--- config.mk ---
export PLATFORM = sky130hd
export DESIGN_NAME = p_0
export DESIGN_NICKNAME = d
export VERILOG_FILES = /design/src/rtl/sha256_pkg.sv /design/src/rtl/p_0_sigma_comb.sv /design/src/rtl/p_0.sv
export SDC_FILE = /design/constraint.sdc
export NUM_CORES = 1
export LEC_CHECK = 0
export CORE_ASPECT_RATIO = 1.75
export CORE_UTILIZATION = 30
export DETAILED_ROUTE_END_ITERATION = 8
export SLEW_MARGIN = 20
export SYNTH_ARGS = -nofsm -noshare
export SYNTH_HDL_FRONTEND = slang
export SYNTH_HIERARCHICAL = 1
export SYNTH_SLANG_ARGS = --single-unit
--- constraint.sdc ---
create_clock -name clk -period 1.2 [get_ports clk]
set_input_delay 0.18 -clock clk [delete_from_list [all_inputs] [get_ports clk]]
set_output_delay 0.18 -clock clk [all_outputs]
set_load 0.02 [all_outputs]
--- src/rtl/sha256_pkg.sv ---
// rtl/sha256_pkg.sv - shared SHA-256 constants, word type and rotate helper
//
// Purpose : constants and helpers shared by the SHA-256 message-schedule units.
// Contents: SIG0_R1/SIG0_R2/SIG0_S small-sigma-0 amounts, word_t, rotr().
package sha256_pkg;

   localparam int SIG0_R1 = 7;
   localparam int SIG0_R2 = 18;
   localparam int SIG0_S  = 3;

   typedef logic [31:0] word_t;

   // Rotate right by a constant amount in 1..31.
   function automatic word_t rotr(input word_t v, input int n);
      return (v >> n) | (v << (32 - n));
   endfunction

endpackage

--- src/rtl/p_0_sigma_comb.sv ---
// rtl/p_0_sigma_comb.sv - combinational small-sigma-0 term generator
//
// Purpose : produces the three bitwise terms of sigma0(x); their XOR is sigma0(x).
//           The terms are exposed separately so the two-stage build can register
//           them before the XOR.
// Ports   : i_x      in  32  input word
//           o_rot_a  out 32  ROTR7(i_x)
//           o_rot_b  out 32  ROTR18(i_x)
//           o_shr    out 32  SHR3(i_x)
module p_0_sigma_comb
   import sha256_pkg::*;
(
   input  logic [31:0] i_x,
   output logic [31:0] o_rot_a,
   output logic [31:0] o_rot_b,
   output logic [31:0] o_shr
);

   assign o_rot_a = rotr(i_x, SIG0_R1);
   assign o_rot_b = rotr(i_x, SIG0_R2);
   assign o_shr   = i_x >> SIG0_S;

endmodule

--- src/rtl/p_0.sv ---
// rtl/p_0.sv - registered SHA-256 small-sigma-0 unit for W[t] expansion
//
// Purpose : p0 = ROTR7(x) ^ ROTR18(x) ^ SHR3(x), presented from a register,
//           one word per clock, no backpressure.
// Build   : macro P_0_PIPE2_EN adds a register stage holding the three terms
//           (latency 2); without it the unit has latency 1.
// Ports   : clk        in  1   clock, rising edge
//           rst        in  1   synchronous active-high reset
//           x          in  32  input word W[t-15]
//           in_valid   in  1   qualifies x
//           p0         out 32  registered sigma0(x); holds when no new result
//           out_valid  out 1   p0 carries a result for a qualified input
module p_0
   import sha256_pkg::*;
(
   input  logic        clk,
   input  logic        rst,
   input  logic [31:0] x,
   input  logic        in_valid,
   output logic [31:0] p0,
   output logic        out_valid
);

   logic [31:0] w_rot_a;
   logic [31:0] w_rot_b;
   logic [31:0] w_shr;

   logic [31:0] r_p0;
   logic        r_out_valid;

   p_0_sigma_comb u_sigma (
      .i_x     (x),
      .o_rot_a (w_rot_a),
      .o_rot_b (w_rot_b),
      .o_shr   (w_shr)
   );

`ifdef P_0_PIPE2_EN
   logic [31:0] r_rot_a;
   logic [31:0] r_rot_b;
   logic [31:0] r_shr;
   logic        r_s1_valid;

   // Stage 1: capture the raw terms; the valid bit decides whether stage 2 uses them.
   always_ff @(posedge clk) begin
      if (rst) begin
         r_rot_a    <= '0;
         r_rot_b    <= '0;
         r_shr      <= '0;
         r_s1_valid <= 1'b0;
      end else begin
         r_rot_a    <= w_rot_a;
         r_rot_b    <= w_rot_b;
         r_shr      <= w_shr;
         r_s1_valid <= in_valid;
      end
   end

   // Stage 2: XOR the registered terms; p0 holds while no new result arrives.
   always_ff @(posedge clk) begin
      if (rst) begin
         r_p0        <= '0;
         r_out_valid <= 1'b0;
      end else if (r_s1_valid) begin
         r_p0        <= r_rot_a ^ r_rot_b ^ r_shr;
         r_out_valid <= 1'b1;
      end else begin
         r_out_valid <= 1'b0;
      end
   end
`else
   logic [31:0] w_f;

   assign w_f = w_rot_a ^ w_rot_b ^ w_shr;

   // Single stage; p0 holds while no qualified input arrives.
   always_ff @(posedge clk) begin
      if (rst) begin
         r_p0        <= '0;
         r_out_valid <= 1'b0;
      end else if (in_valid) begin
         r_p0        <= w_f;
         r_out_valid <= 1'b1;
      end else begin
         r_out_valid <= 1'b0;
      end
   end
`endif

   assign p0        = r_p0;
   assign out_valid = r_out_valid;

endmodule

==> results.toml <==
[setup_path]
rr_startpoint = "p0[1]"
crit_chain = "clkdlybuf4s50_1, buf_4, xor3_1, mux2i_1, nor2_1"
slowest_delay_ns = 0.43
rrSetupSlack_ns = 0.59
regToRegEndpoint = "p0[1]"
worstPathArrival_ns = 1.31
cp.required_ns = 1.37
critPathKind = "input port to flop"
cp_slowest_cell = "clkdlybuf4s50_1"
reg2reg_depth = 2
cp-end-kind = "flop"
cp_max_fo = 2
cp-start-kind = "input port"

[route]
dr_wl_met3_microns = 193
drt_pass1_iterations = 4
viasPerCell = 3.79
highest_layer = "met4"
ant_nets = 0
vias = 1373
drc = 0
routed_wl_mm = 4.62
wl_met2_mm = 2.60
wl_met1_mm = 1.71
drt-initial-drc-count = 20
routedWlPerCell_microns = 12.8

[logic_synthesis]
ys_seq_area_share_pct = 24.8
synth_top_cell_by_area = "xor3_1"
synthCells = 235
synth.avg_cell_area_sq_um = 11.4
ys_top_cells_by_area = "xor3_1 29%, buf_4 27%, dfxtp_1 25%, mux2i_1 12%, nor2_1 4.5%"
syn-cell-area_sq_um = 2670
ys_seq_elements = 33
yosysWarningCount = 6
synth_top_area_share_pct = 28.5
synth_cell_type_count = 11

[die]
io_pins = 68
rows = 45
die_w_microns = 73.3
initial_core_util_pct = 30.8
die_y_microns = 127
core_sq_um = 8670
dieArea_sq_um = 9290

[timing]
fin_crit_ns = 1.14
clock_skew_ns = 0
finalSetupViolations = 0
drv_slew = 0
finalCritPeriodShare_pct = 95.0
fmax_mhz = 878
hold_violations = 0

[flow_run]
cap_violations = 0

[power]
power_density_nw_per_um2 = 1120
p_int_w = 0.00259
pwr-share-comb_pct = 29.5
p_leak_nw = 1.74
power_w = 0.00349
peakVddDrop_uv = 491
p_sw_w = 0.000902
share_seq_of_total_power_pct = 35.8
p_sw_share_pct = 25.8
clockPowerShare_pct = 34.7

[clock_tree]
ctsHoldBuffers = 0
clockBufferDepth = 2
clk-insertion-delay-late_ns = 0.27
post-cts-setup-buffers = 0
htreeDepth = 2
root_buffer = "clkbuf_16"
cts_tree = "built"
clk_pin_slew_ns = 0.05
cts_made_buffers = 5
cts.sink_count = 33

[global_route]
grt_antenna_before_repair = 0
grt_max_degree = 34
grt_pass1_wl_mm = 7.31
overflow = 0
grt_usage_pct = 11.0
grt_pass1_vias = 1463

[final_layout]
fillerInstances = 902
post-route-util_pct = 35.9
areaGrowthSynthToFinish_pct = 16.8
fin_nets = 279
diodes = 0
drive_above_1_share_pct = 18.4

[worst_hold_path]
min_delay_path_depth = 4
min_from = "x[10]"
hold_end = "p0[24]"
min_path_type = "input port to flop"

[place]
portBuffers = 67
dp_hpwl_mm = 3.68
routabilityCongestion = 0.666

[outcome]
status = "completed"
## layout by cell type, fill, tap and decap left out
master / instances
clkbuf_16: 5
xor3_1: 32
buf_4: 35
nor2_1: 32
clkinv_2: 2
buf_12: 2
buf_2: 1
clkbuf_1: 1
dlymetal6s2s_1: 10
dfxtp_1: 33
conb_1: 3
clkdlybuf4s50_1: 21
mux2i_1: 32
clkdlybuf4s15_1: 1
nor2b_1: 1
dlygate4sd2_1: 34
## cell usage after synthesis, drive strengths merged
cell type	count
conb	1
buf	104
nor2b	1
xor3	32
dfxtp	33
nor2	32
mux2i	32
## timing repair
action | in CTS | in global routing
resized for setup | 35 | 11
setup endpoints to repair | 35 | 12
cloned | 0 | 0
pin swaps | 0 | 2
## cell families after synthesis
kind of cell / Yosys count / share of synthesized area (%)
XOR/XNOR: 32 / 28.5
buffers and inverters: 104 / 29.8
flip-flops: 33 / 24.8
multiplexers: 32 / 12.0
other: 1 / 0.141
AND/OR/NAND/NOR: 33 / 4.74
## how the worst max path moves through the flow
stage	endpoint	slack (ns)	startpoint	cells after the start
CTS	p0[13]	0.003	x[31]	4
detailed placement	p0[20]	-0.34	x[6]	4
finish	p0[16]	0.06	x[23]	5
global route	p0[26]	-0.001	x[1]	5
floorplan	p0[29]	0.28	x[15]	4
global placement	p0[20]	-0.30	x[6]	4
## metal layers
| metal | track usage (%) | vias to the layer above |
|---|---|---|
| li1 | - | 682 |
| met5 | 0 | - |
| met4 | 5.54 | 0 |
| met3 | 2.30 | 6 |
| met2 | 21.3 | 36 |
| met1 | 10.2 | 649 |
## critical path: cells and delay by family
kind                      cells  cell delay, ns
buffers and inverters         2            0.59
xor gates and xnor gates      1            0.34
muxes                         1            0.14
and+or+nand+nor               1            0.05
## flip-flops by register name, indices dropped and copies added (netlist names)
register	flops
p0	32
out_valid	1
## layout make-up
cell class	instances	area (sq um)	area share, %
Timing Repair Buffer	104	951	30.5
Clock buffer	6	129	4.14
Clock inverter	2	10.0	0.321
Tap cell	117	146	4.70
Sequential cell	33	661	21.2
Multi-Input combinational cell	100	1220	39.1
## metrics by stage
stage | TNS [ns] | cells | worst slack [ns] | instance area [sq um] | hold WS (ns)
detailed placement | -7.64 | 354 | -0.335 | 2990 | 0.483
CTS | 0 | 362 | 0.00327 | 3090 | 0.405
floorplan | 0 | 237 | 0.284 | 2680 | 0.423
finish | 0 | 362 | 0.0605 | 3120 | 0.371
global route | -0.000997 | 362 | -0.000997 | 3120 | 0.415
global placement | -7.04 | 354 | -0.300 | 2990 | 0.474
## power groups by stage
stage | combinational (W) | clock (W) | sequential (W)
after floorplan | 0.000734 | 0 | 0.00140
after global placement | 0.00111 | 0 | 0.00128
after detailed placement | 0.00113 | 0 | 0.00128
after CTS | 0.00106 | 0.00128 | 0.00125
after global routing | 0.00111 | 0.00132 | 0.00126
final | 0.00103 | 0.00121 | 0.00125
(Power assumes the default switching activity.)
